**src/rtl/aes_axi4_pkg.sv**
```systemverilog
// Shared constants and FSM state types for the AXI4 burst memory slave.
package aes_axi4_pkg;
    localparam logic [1:0] BURST_FIXED = 2'b00;
    localparam logic [1:0] BURST_INCR  = 2'b01;
    localparam logic [1:0] BURST_WRAP  = 2'b10;
    localparam logic [1:0] BURST_RSVD  = 2'b11;

    localparam logic [1:0] RESP_OKAY   = 2'b00;
    localparam logic [1:0] RESP_SLVERR = 2'b10;

    typedef enum logic [1:0] {W_IDLE = 2'd0, W_DATA = 2'd1, W_RESP = 2'd2} w_state_t;
    typedef enum logic       {R_IDLE = 1'b0, R_DATA = 1'b1} r_state_t;
endpackage

```
**src/rtl/aes_axi4_burst_slave_if.sv**
```systemverilog
// AXI4 write/read channel bundle between a burst master and the memory slave.
interface aes_axi4_burst_slave_if #(parameter int ADDR_W = 8);
    logic [ADDR_W-1:0] AWADDR;
    logic [7:0]        AWLEN;
    logic [1:0]        AWBURST;
    logic              AWVALID;
    logic              AWREADY;
    logic [31:0]       WDATA;
    logic [3:0]        WSTRB;
    logic              WLAST;
    logic              WVALID;
    logic              WREADY;
    logic [1:0]        BRESP;
    logic              BVALID;
    logic              BREADY;
    logic [ADDR_W-1:0] ARADDR;
    logic [7:0]        ARLEN;
    logic [1:0]        ARBURST;
    logic              ARVALID;
    logic              ARREADY;
    logic [31:0]       RDATA;
    logic [1:0]        RRESP;
    logic              RLAST;
    logic              RVALID;
    logic              RREADY;

    modport slave (
        input  AWADDR, AWLEN, AWBURST, AWVALID, WDATA, WSTRB, WLAST, WVALID, BREADY,
        input  ARADDR, ARLEN, ARBURST, ARVALID, RREADY,
        output AWREADY, WREADY, BRESP, BVALID, ARREADY, RDATA, RRESP, RLAST, RVALID
    );
    modport master (
        output AWADDR, AWLEN, AWBURST, AWVALID, WDATA, WSTRB, WLAST, WVALID, BREADY,
        output ARADDR, ARLEN, ARBURST, ARVALID, RREADY,
        input  AWREADY, WREADY, BRESP, BVALID, ARREADY, RDATA, RRESP, RLAST, RVALID
    );
endinterface

```
**src/rtl/aes_axi4_addr_gen.sv**
```systemverilog
// Next-beat address for FIXED/INCR/WRAP bursts; flags illegal descriptors,
// which then advance as INCR.
module aes_axi4_addr_gen
    import aes_axi4_pkg::*;
#(
    parameter int AW = 8
) (
    input  logic [AW-1:0] addr,
    input  logic [7:0]    len,
    input  logic [1:0]    burst,
    output logic [AW-1:0] next_addr,
    output logic          err
);
    logic          wrap_len_ok;
    logic [AW-1:0] mask;
    logic [AW-1:0] incr;

    assign wrap_len_ok = (len == 8'd1) || (len == 8'd3) || (len == 8'd7) || (len == 8'd15);
    // (len+1)*4 - 1 is the window mask when len+1 is a power of two
    assign mask        = AW'({len, 2'b11});
    assign incr        = addr + AW'(4);

    always_comb begin
        err       = ((burst == BURST_WRAP) && !wrap_len_ok) || (burst == BURST_RSVD);
        next_addr = incr;
        if (burst == BURST_FIXED)
            next_addr = addr;
        else if (burst == BURST_WRAP && wrap_len_ok)
            next_addr = (addr & ~mask) | (incr & mask);
    end
endmodule

```
**src/rtl/aes_axi4_burst_slave.sv**
```systemverilog
// AXI4 burst memory slave: independent write and read FSMs over a word array
// with byte strobes; read loads see pre-write data on same-cycle collisions.
module aes_axi4_burst_slave
    import aes_axi4_pkg::*;
#(
    parameter int C_S_AXI_ADDR_WIDTH = 8
) (
    input  logic                   ACLK,
    input  logic                   ARESET,
    aes_axi4_burst_slave_if.slave  s_axi
);
    localparam int AW    = C_S_AXI_ADDR_WIDTH;
    localparam int DEPTH = 1 << (AW - 2);

    logic [31:0] mem [DEPTH];

    w_state_t    w_state;
    logic [AW-1:0] w_addr, w_next;
    logic [7:0]  w_len, w_cnt;
    logic [1:0]  w_burst;
    logic        w_err, w_derr;
    logic        aw_fire, w_fire, w_last_beat;

    assign s_axi.AWREADY = (w_state == W_IDLE);
    assign s_axi.WREADY  = (w_state == W_DATA);
    assign s_axi.BVALID  = (w_state == W_RESP);
    assign s_axi.BRESP   = (w_state == W_RESP && w_err) ? RESP_SLVERR : RESP_OKAY;

    assign aw_fire     = s_axi.AWVALID && (w_state == W_IDLE);
    assign w_fire      = s_axi.WVALID && (w_state == W_DATA);
    assign w_last_beat = (w_cnt == w_len);

    aes_axi4_addr_gen #(.AW(AW)) u_wgen (
        .addr(w_addr), .len(w_len), .burst(w_burst), .next_addr(w_next), .err(w_derr)
    );

    always_ff @(posedge ACLK) begin
        if (ARESET) begin
            w_state <= W_IDLE;
            w_addr  <= '0;
            w_len   <= '0;
            w_burst <= '0;
            w_cnt   <= '0;
            w_err   <= 1'b0;
        end else begin
            case (w_state)
                W_IDLE: if (aw_fire) begin
                    w_addr  <= s_axi.AWADDR;
                    w_len   <= s_axi.AWLEN;
                    w_burst <= s_axi.AWBURST;
                    w_cnt   <= '0;
                    w_err   <= 1'b0;
                    w_state <= W_DATA;
                end
                W_DATA: if (w_fire) begin
                    w_addr  <= w_next;
                    w_cnt   <= w_cnt + 8'd1;
                    w_err   <= w_err | w_derr | (s_axi.WLAST != w_last_beat);
                    if (w_last_beat) w_state <= W_RESP;
                end
                W_RESP: if (s_axi.BREADY) w_state <= W_IDLE;
                default: w_state <= W_IDLE;
            endcase
        end
    end

    // Reset gates the store so a beat offered in the reset cycle is dropped
    always_ff @(posedge ACLK) begin
        if (w_fire && !ARESET) begin
            for (int b = 0; b < 4; b++)
                if (s_axi.WSTRB[b]) mem[w_addr[AW-1:2]][b*8 +: 8] <= s_axi.WDATA[b*8 +: 8];
        end
    end

    r_state_t    r_state;
    logic [AW-1:0] r_addr, r_next, g_addr;
    logic [7:0]  r_len, r_cnt, g_len;
    logic [1:0]  r_burst, g_burst;
    logic        r_derr, ar_fire, r_fire;
    logic [31:0] rdata_q;
    logic [1:0]  rresp_q;
    logic        rlast_q, rvalid_q;

    assign s_axi.ARREADY = (r_state == R_IDLE);
    assign s_axi.RDATA   = rdata_q;
    assign s_axi.RRESP   = rresp_q;
    assign s_axi.RLAST   = rlast_q;
    assign s_axi.RVALID  = rvalid_q;

    assign ar_fire = s_axi.ARVALID && (r_state == R_IDLE);
    assign r_fire  = rvalid_q && s_axi.RREADY;

    // r_addr holds the address of the next beat to load; in idle the
    // generator looks at the incoming descriptor so beat 1's address is ready
    assign g_addr  = (r_state == R_IDLE) ? s_axi.ARADDR  : r_addr;
    assign g_len   = (r_state == R_IDLE) ? s_axi.ARLEN   : r_len;
    assign g_burst = (r_state == R_IDLE) ? s_axi.ARBURST : r_burst;

    aes_axi4_addr_gen #(.AW(AW)) u_rgen (
        .addr(g_addr), .len(g_len), .burst(g_burst), .next_addr(r_next), .err(r_derr)
    );

    always_ff @(posedge ACLK) begin
        if (ARESET) begin
            r_state  <= R_IDLE;
            r_addr   <= '0;
            r_len    <= '0;
            r_burst  <= '0;
            r_cnt    <= '0;
            rdata_q  <= '0;
            rresp_q  <= RESP_OKAY;
            rlast_q  <= 1'b0;
            rvalid_q <= 1'b0;
        end else begin
            case (r_state)
                R_IDLE: if (ar_fire) begin
                    r_addr   <= r_next;
                    r_len    <= s_axi.ARLEN;
                    r_burst  <= s_axi.ARBURST;
                    r_cnt    <= '0;
                    rdata_q  <= mem[g_addr[AW-1:2]];
                    rresp_q  <= r_derr ? RESP_SLVERR : RESP_OKAY;
                    rlast_q  <= (s_axi.ARLEN == 8'd0);
                    rvalid_q <= 1'b1;
                    r_state  <= R_DATA;
                end
                R_DATA: if (r_fire) begin
                    if (rlast_q) begin
                        rvalid_q <= 1'b0;
                        rlast_q  <= 1'b0;
                        r_state  <= R_IDLE;
                    end else begin
                        rdata_q <= mem[g_addr[AW-1:2]];
                        r_addr  <= r_next;
                        r_cnt   <= r_cnt + 8'd1;
                        rlast_q <= ((r_cnt + 8'd1) == r_len);
                    end
                end
                default: r_state <= R_IDLE;
            endcase
        end
    end
endmodule
```
**src/flat_wrapper.sv**
```systemverilog
// flat-port wrapper written by rule: the top's interface ports become plain ports
module aes_axi4_burst_slave_flat import aes_axi4_pkg::*;
#(
    parameter int C_S_AXI_ADDR_WIDTH = 8
)
  (ACLK, ARESET, s_axi_AWADDR, s_axi_AWLEN, s_axi_AWBURST, s_axi_AWVALID, s_axi_WDATA, s_axi_WSTRB, s_axi_WLAST, s_axi_WVALID, s_axi_BREADY, s_axi_ARADDR, s_axi_ARLEN, s_axi_ARBURST, s_axi_ARVALID, s_axi_RREADY, s_axi_AWREADY, s_axi_WREADY, s_axi_BRESP, s_axi_BVALID, s_axi_ARREADY, s_axi_RDATA, s_axi_RRESP, s_axi_RLAST, s_axi_RVALID);
  aes_axi4_burst_slave_if s_axi_i ();
  input  logic ACLK;
  input  logic ARESET;
  input wire logic [$bits(s_axi_i.AWADDR)-1:0] s_axi_AWADDR;
  input wire logic [$bits(s_axi_i.AWLEN)-1:0] s_axi_AWLEN;
  input wire logic [$bits(s_axi_i.AWBURST)-1:0] s_axi_AWBURST;
  input wire logic [$bits(s_axi_i.AWVALID)-1:0] s_axi_AWVALID;
  input wire logic [$bits(s_axi_i.WDATA)-1:0] s_axi_WDATA;
  input wire logic [$bits(s_axi_i.WSTRB)-1:0] s_axi_WSTRB;
  input wire logic [$bits(s_axi_i.WLAST)-1:0] s_axi_WLAST;
  input wire logic [$bits(s_axi_i.WVALID)-1:0] s_axi_WVALID;
  input wire logic [$bits(s_axi_i.BREADY)-1:0] s_axi_BREADY;
  input wire logic [$bits(s_axi_i.ARADDR)-1:0] s_axi_ARADDR;
  input wire logic [$bits(s_axi_i.ARLEN)-1:0] s_axi_ARLEN;
  input wire logic [$bits(s_axi_i.ARBURST)-1:0] s_axi_ARBURST;
  input wire logic [$bits(s_axi_i.ARVALID)-1:0] s_axi_ARVALID;
  input wire logic [$bits(s_axi_i.RREADY)-1:0] s_axi_RREADY;
  output wire logic [$bits(s_axi_i.AWREADY)-1:0] s_axi_AWREADY;
  output wire logic [$bits(s_axi_i.WREADY)-1:0] s_axi_WREADY;
  output wire logic [$bits(s_axi_i.BRESP)-1:0] s_axi_BRESP;
  output wire logic [$bits(s_axi_i.BVALID)-1:0] s_axi_BVALID;
  output wire logic [$bits(s_axi_i.ARREADY)-1:0] s_axi_ARREADY;
  output wire logic [$bits(s_axi_i.RDATA)-1:0] s_axi_RDATA;
  output wire logic [$bits(s_axi_i.RRESP)-1:0] s_axi_RRESP;
  output wire logic [$bits(s_axi_i.RLAST)-1:0] s_axi_RLAST;
  output wire logic [$bits(s_axi_i.RVALID)-1:0] s_axi_RVALID;
  assign s_axi_i.AWADDR = s_axi_AWADDR;
  assign s_axi_i.AWLEN = s_axi_AWLEN;
  assign s_axi_i.AWBURST = s_axi_AWBURST;
  assign s_axi_i.AWVALID = s_axi_AWVALID;
  assign s_axi_i.WDATA = s_axi_WDATA;
  assign s_axi_i.WSTRB = s_axi_WSTRB;
  assign s_axi_i.WLAST = s_axi_WLAST;
  assign s_axi_i.WVALID = s_axi_WVALID;
  assign s_axi_i.BREADY = s_axi_BREADY;
  assign s_axi_i.ARADDR = s_axi_ARADDR;
  assign s_axi_i.ARLEN = s_axi_ARLEN;
  assign s_axi_i.ARBURST = s_axi_ARBURST;
  assign s_axi_i.ARVALID = s_axi_ARVALID;
  assign s_axi_i.RREADY = s_axi_RREADY;
  assign s_axi_AWREADY = s_axi_i.AWREADY;
  assign s_axi_WREADY = s_axi_i.WREADY;
  assign s_axi_BRESP = s_axi_i.BRESP;
  assign s_axi_BVALID = s_axi_i.BVALID;
  assign s_axi_ARREADY = s_axi_i.ARREADY;
  assign s_axi_RDATA = s_axi_i.RDATA;
  assign s_axi_RRESP = s_axi_i.RRESP;
  assign s_axi_RLAST = s_axi_i.RLAST;
  assign s_axi_RVALID = s_axi_i.RVALID;
  aes_axi4_burst_slave #(.C_S_AXI_ADDR_WIDTH(C_S_AXI_ADDR_WIDTH)) u_core (.ACLK(ACLK), .ARESET(ARESET), .s_axi(s_axi_i));
endmodule
```
**config.mk**
```make
export PLATFORM = sky130hd
export DESIGN_NAME = aes_axi4_burst_slave_flat
export DESIGN_NICKNAME = d
export VERILOG_FILES = /design/src/rtl/aes_axi4_pkg.sv /design/src/rtl/aes_axi4_burst_slave_if.sv /design/src/rtl/aes_axi4_addr_gen.sv /design/src/rtl/aes_axi4_burst_slave.sv /design/src/flat_wrapper.sv
export SDC_FILE = /design/constraint.sdc
export NUM_CORES = 2
export LEC_CHECK = 0
export CORE_ASPECT_RATIO = 0.8
export CORE_MARGIN = 4
export CORE_UTILIZATION = 50
export CTS_CLUSTER_SIZE = 40
export DETAILED_ROUTE_END_ITERATION = 8
export PLACE_DENSITY = 0.72
export REMOVE_ABC_BUFFERS = 1
export SLEW_MARGIN = 30
export SYNTH_ARGS = -nofsm -noshare
export SYNTH_HDL_FRONTEND = slang
export SYNTH_SLANG_ARGS = --single-unit
```
**constraint.sdc**
```tcl
create_clock -name ACLK -period 2.91 [get_ports ACLK]
set_clock_uncertainty 0.05 [all_clocks]
set_input_delay 0.7275 -clock ACLK [delete_from_list [all_inputs] [get_ports ACLK]]
set_output_delay 0.7275 -clock ACLK [all_outputs]
set_load 0.01 [all_outputs]
```
# [Yosys cells after proc, flatten, opt, wreduce, memory -nomap -nowiden]
# Memories as Yosys holds them, arrays and structs flattened.
# Cells that the tools add are included.
[word_totals] elab_cells=150 ramBits=2048 input_bits=80 reg_bits=92 n_memories=1 out_inout_bits=42
[mem_list] memory="u_core.mem" words=64 width=32 read_ports=1 rd_ports_with_merged_regs=0 write_ports=1 line_no="aes_axi4_burst_slave.sv:15" rtl="logic [31:0] mem [DEPTH];"
[op_classes] mux=59 eq_ne=26 bitwise=11 n_reduce_logical=34 n_addsub=4
[ops] op="two-way mux 8 bit" n=16
[ops] op="two-way mux 32 bit" n=3
[ops] op="one-hot mux 32 bit (2 select lines)" n=1
[ops] op="one-hot mux 8 bit (2 select lines)" n=4
[ops] op="AND 8 bit" n=4
[ops] op="two-way mux 1 bit" n=23
[ops] op="adder 8 x 1 -> 8 bit, second input constant" n=2
[ops] op="adder 8 x 3 -> 8 bit, second input constant" n=2
[ops] op="== test 8 x 1 -> 1 bit, second input constant" n=2
[ops] op="== test 8 x 2 -> 1 bit, second input constant" n=2
[ops] op="== test 8 x 3 -> 1 bit, second input constant" n=2
[ops] op="== test 8 x 4 -> 1 bit, second input constant" n=2
[ops] op="== test 8 bit" n=2
[ops] op="inverter 8 bit" n=2
[ops] op="bitwise OR 8 bit" n=2
[ops] op="two-way mux 2 bit" n=7
[ops] op="== test 2 bit, second input constant" n=5
[ops] op="logical AND 1 bit" n=10
[ops] op="!= test 2 bit, second input constant" n=5
[ops] op="AND reduction 3 bit" n=3
[ops] op="logical NOT 8 bit" n=1
[ops] op="logical OR 1 bit" n=8
[ops] op="!= test 2 x 1 -> 1 bit, second input constant" n=4
[ops] op="one-hot mux 1 bit (2 select lines)" n=4
[ops] op="10 further kinds" n=18

# [Longest topological paths before layout]
[logic_depth] ltp_word=11 depth_mapped=13

# [Cells and area by module]
# From an unflattened synthesis, not the netlist that was laid out.
[unflattened] cells_unflattened=5665 hier_area_um2=85151.7
[modules_own_cells] module="aes_axi4_burst_slave" cells_per_inst=5615 area_each_um2=84711.2 n_inst=1
[modules_own_cells] module="aes_axi4_addr_gen" cells_per_inst=25 area_each_um2=220.2 n_inst=2

# [Worst setup path before layout]
# Ideal clock, no wire load.
[synth_timing] path_kind="input -> register" from="input port s_axi_ARADDR[2]" to="register u_core.r_addr[3]" t_required_ns=2.746 stages=9 slack_ns=0.381 t_arrival_ns=2.365 path_cell_list="mux2i_4 inv_4 buf_4 buf_4 buf_2 buf_2 ha_1 mux2_2 a21o_1"
[synth_via] elab_chain_len=9 elab_cells_between_ends=10
[synth_lines] element="from (decl)" line_no="flat_wrapper.sv:19" rtl="input wire logic [$bits(s_axi_i.ARADDR)-1:0] s_axi_ARADDR;"
[synth_lines] element="two-way mux 8 bit (*)" line_no="aes_axi4_burst_slave.sv:95" rtl="assign g_addr = (r_state == R_IDLE) ? s_axi.ARADDR : r_addr;"
[synth_lines] element="adder 8 x 3 -> 8 bit (*)" line_no="aes_axi4_addr_gen.sv:21" rtl="assign incr = addr + AW'(4);"
[synth_lines] element="AND 8 bit" line_no="aes_axi4_addr_gen.sv:29" rtl="next_addr = (addr & ~mask) | (incr & mask);"
[synth_lines] element="bitwise OR 8 bit" line_no="aes_axi4_addr_gen.sv:29"
[synth_lines] element="two-way mux 8 bit (*)" line_no="aes_axi4_addr_gen.sv:28" rtl="else if (burst == BURST_WRAP && wrap_len_ok)"
[synth_lines] element="two-way mux 8 bit (*)" line_no="aes_axi4_addr_gen.sv:26" rtl="if (burst == BURST_FIXED)"
[synth_lines] element="two-way mux 8 bit" line_no="aes_axi4_burst_slave.sv:128" rtl="if (rlast_q) begin"
[synth_lines] element="two-way mux 8 bit" line_no="aes_axi4_burst_slave.sv:127" rtl="R_DATA: if (r_fire) begin"
[synth_lines] element="one-hot mux 8 bit (2 select lines) (*)" line_no="aes_axi4_burst_slave.sv:115" rtl="case (r_state)"
[synth_lines] element="to (signal assigned)" line_no="aes_axi4_burst_slave.sv:117" rtl="r_addr <= r_next;"
[synth_lines] element="to (signal assigned)" line_no="aes_axi4_burst_slave.sv:134" rtl="r_addr <= r_next;"
[synth_lines] element="to (decl)" line_no="aes_axi4_burst_slave.sv:76" rtl="logic [AW-1:0] r_addr, r_next, g_addr;"
# Mark *: on every way between the ends. The rest lies on a longest branch, timed or not. The select of a mux whose other input is x is not followed.
# A chain may end at the register's enable or synchronous reset.

# [Worst setup path after layout]
[layout_timing] from="register u_core.r_state" to="register u_core.rdata_q[9] (netlist: u_core.s_axi.RDATA[9])"
[layout_via] elab_chain_len=5 elab_cells_between_ends=12
[layout_lines] element="from (decl)" line_no="aes_axi4_burst_slave.sv:75" rtl="r_state_t r_state;"
[layout_lines] element="from (signal assigned)" line_no="aes_axi4_burst_slave.sv:105" rtl="r_state <= R_IDLE;"
[layout_lines] element="from (signal assigned)" line_no="aes_axi4_burst_slave.sv:125" rtl="r_state <= R_DATA;"
[layout_lines] element="from (signal assigned)" line_no="aes_axi4_burst_slave.sv:131" rtl="r_state <= R_IDLE;"
[layout_lines] element="two-way mux 8 bit" line_no="aes_axi4_burst_slave.sv:95"
[layout_lines] element="memory read (64 x 32 bit)"
[layout_lines] element="two-way mux 32 bit" line_no="aes_axi4_burst_slave.sv:128"
[layout_lines] element="two-way mux 32 bit" line_no="aes_axi4_burst_slave.sv:127"
[layout_lines] element="one-hot mux 32 bit (2 select lines)" line_no="aes_axi4_burst_slave.sv:115"
[layout_lines] element="to (signal assigned)" line_no="aes_axi4_burst_slave.sv:121" rtl="rdata_q <= mem[g_addr[AW-1:2]];"
[layout_lines] element="to (signal assigned)" line_no="aes_axi4_burst_slave.sv:133" rtl="rdata_q <= mem[g_addr[AW-1:2]];"
[layout_lines] element="to (decl)" line_no="aes_axi4_burst_slave.sv:80" rtl="logic [31:0] rdata_q;"
# Several ways; a longest one is shown, not always the timed one. The select of a mux whose other input is x is not followed.

==> results by group <==
Run status
  • Status: completed

Floorplanning
  • IO Pins: around 120
  • Row Count: ~140
  • Initial Utilization: roughly 50%
  • Die width: 469 um
  • Die height: ~380 um
  • Core area: approximately 0.17 mm2
  • Die area: between 0.15 and 0.2 mm2

Hold path
  • Hold Crit Depth: 1
  • Min-delay worst type: primary input to flop

Cells and area
  • Multi-input gate area: slightly above 0.02 mm2
  • Commonest non-fill, non-tap cell in the layout: edfxtp_1
  • Commonest non-fill, non-tap cells in the layout: edfxtp_1 (2048), nand2_1 (896), buf_4 (630)
  • Nets@finish: 6506
  • Layout area overhead: 17.9%
  • FILL cells: between 10000 and 15000
  • Sequential Area: 0.0632 mm2
  • Fraction of layout instances using a drive strength above 1: roughly 18%

Synth
  • Syn Inst Count: approximately 5700
  • Register area share after synthesis: 74.4%
  • YS warnings: 0
  • Cell variety after synth: a little over 70
  • Ys flop type: edfxtp_1
  • Synthesis-stage register bit count: 2135
  • Area of the mapped netlist: 0.0849 mm2
  • Asr flop ratio synth: 0%
  • Number of synthesized flops with an enable pin: 2048
  • Avg Cell Area, Syn: approximately 15 um2

Global route
  • Vias in the first global route: 51900
  • Met2 Usage GRT: approximately two fifths
  • Tot GR Track Use: 26.4%
  • Met1 usage: between 30% and 40%
  • GR Layer Usage met3: approximately 8.3%
  • GRT overflow: 0
  • Largest net degree at the start of global routing: 70
  • Gr busiest metal: met2
  • First-pass GRT wire length: between 300 and 400 mm
  • Initial antenna violation count: 22

Detailed routing
  • Routed Antenna Nets: 0
  • Iter 0 DRT Violations: approximately 8500
  • Via density: approximately 6.1
  • Detailed-route DRC error count: 0
  • Routed via count: about 54000
  • Pre-antenna DRT Iters: 7
  • Total wire length: 237 mm
  • Wire per inst: approximately 27 um

Power and ir drop
  • Leakage: around 0.034 uW
  • Power density cells: 659 mW/mm2
  • Maximum vdd drop: roughly 0.63 mV

Worst setup path
  • Critical Path Start Type: flop
  • CP Class: flop to flop
  • Critical Path AT: between 3000 and 4000 ps
  • CP Capture Type: flop
  • Largest fanout on the critical path: 27
  • Critical Path RT: 3590 ps
  • Worst r2r path cells: 11

Timing
  • RSZ-0062 raised after global routing: true
  • Final Hold Violating Endpoints: 0
  • Final Critical Period: a little under 3000 ps
  • Final Cycle Share: a little under 100%
  • Worst slew pin tran: between 1000 and 1500 ps
  • Fin worst setup slack: 14.8 ps
  • Fmax: around 0.35 GHz
  • Final setup viols: 0
  • Slew Viols, Final: 0
  • Final hold slack: 286 ps
  • Slew margin rel.: a little under a quarter

Clock tree
  • Clock Sinks: 2135
  • Max clock buf depth: 3
  • Clk slew on worst S/H paths: ~60 ps
  • TritonCTS Buffers: 194
  • Clock Latency Late Sink: approximately 840 ps
  • H-tree level count: 4
  • Cts hold-fix bufs: 0
  • Root buf cell: clkbuf_16
  • CTS tree: done

Place
  • Setup WS pre-CTS: -824 ps
  • RePlAce Congestion: slightly above 0.9
  • Post-detailed-placement half-perimeter wirelength: around 150 mm
  • I/O Buffers: around 120

Run
  • Max Cap Violations: 0
synthesized netlist by cell type (4+ instances only):
master,instances,area share (%)
mux4_2,79,2.1
a2111oi_0,10,0.10
a21oi_1,378,2.2
inv_1,6,0.027
clkbuf_1,221,0.98
a211oi_1,7,0.062
dfxtp_1,87,2.1
xor2_1,11,0.11
o22ai_1,120,0.88
nor3_1,101,0.60
buf_1,31,0.14
buf_2,55,0.32
o221ai_1,178,1.8
a311oi_1,5,0.052
buf_4,54,0.48
and3_1,6,0.044
edfxtp_1,2048,72
xnor2_1,22,0.23
nor2_1,327,1.4
ha_1,4,0.059
and2_1,6,0.044
nor4_1,34,0.25
nand4_1,7,0.052
buf_6,6,0.080
or2_2,4,0.029
nand2b_1,6,0.044
mux2i_1,497,5.9
a22oi_1,4,0.035
nand3_1,379,2.2
o21ai_0,47,0.28
nor3b_1,6,0.053
nand2_1,905,4.0
a31oi_1,8,0.059
o31a_1,28,0.29
mux2_2,4,0.053
worst paths after layout:
path | to | slack, ps | from
max | u_core.s_axi.RDATA[9]$_SDFFE_PP0P_ | 10 | u_core.r_state$_SDFF_PP0_
min | u_core.mem[41][18]$_DFFE_PP_ | 290 | s_axi_WDATA[18]
max reg2reg | u_core.s_axi.RDATA[9]$_SDFFE_PP0P_ | 10 | u_core.r_state$_SDFF_PP0_
min reg2reg | u_core.w_burst[0]$_SDFFE_PP0P_ | 430 | u_core.w_burst[0]$_SDFFE_PP0P_
cell families after synthesis:
kind of cell / Yosys count / synth area share (%)
AO/OA/AOI/OAI: 812 / 6.10
XOR/XNOR: 33 / 0.340
adder cells (fa/ha/maj): 4 / 0.0589
buffers and inverters: 377 / 2.05
flip-flops: 2135 / 74.4
multiplexers: 582 / 8.06
other: 1 / 0.00441
AND/OR/NAND/NOR: 1798 / 8.94
metal layers:
metal,wire length (um),vias up
li1,-,23300
met1,92500,26900
met2,104000,3495
met3,31500,531
met4,9070,40
met5,268,-
final cells by class:
class | count | share of cell area (%)
antenna | 10 | 0.0250
sequential | 2135 | 63.1
clock inverter | 100 | 0.822
multi-input combinational | 3231 | 20.1
inverter | 9 | 0.0587
timing repair buffer | 851 | 7.80
clock buffer | 254 | 5.19
tap | 2260 | 2.82
report_power, final:
| part | switching [uW] | internal (uW) | total [uW] | leakage, uW |
|---|---|---|---|---|
| sequential | 239 | 33800 | 34000 | 0.0191 |
| clock | 11100 | 13600 | 24600 | 0.00293 |
| combinational | 4550 | 2810 | 7360 | 0.0121 |
| total | 15900 | 50100 | 66000 | 0.0342 |
worst max-delay path, stage by stage, from the launching register on:
cell	delay, ps
dfxtp_4	380
buf_4	160
mux2i_4	390
buf_4	320
buf_12	200
buf_12	190
nand2_1	70
nand3_1	100
a21oi_1	100
nor3_1	450
o22ai_1	170
nor3_1	180
per-stage QoR:
step / area [um2] / power (uW) / instances / utilization [%] / setup TNS [ps]
after CTS: 100000 / 66000 / 8840 / 59.1 / -1740
final: 100000 / 66000 / 8850 / 59.3 / 0
after global placement: 93900 / 41700 / 8484 / 55.5 / -19930
after global routing: 100000 / 67900 / 8841 / 59.2 / -4.71
after floorplan: 83200 / 38800 / 5375 / - / -605650
after detailed placement: 93900 / 41800 / 8484 / 55.5 / -22150
state kept, by name (all words and copies together) (netlist names), named ones only:
register             flops
u_core.r_addr            6
u_core.w_cnt             8
u_core.s_axi.RLAST       1
u_core.w_err             1
u_core.w_addr            1
u_core.r_len             8
u_core.w_state           2
u_core.r_burst           2
u_core.r_cnt             8
u_core.w_len             8
u_core.s_axi.RVALID      1
u_core.s_axi.RDATA      32
u_core.r_state           1
u_core.w_burst           2
u_core.s_axi.RRESP       1
u_core.mem            2048
repair_timing:
| action | CTS | global route |
|---|---|---|
| endpoints found under the setup margin | 68 | 83 |
| buffers inserted | 2 | 0 |
| resized for setup | 7 | 31 |
| pin swaps | 1 | 1 |
| endpoints found under the hold margin | 0 | 0 |
(Power assumes the default switching activity.)
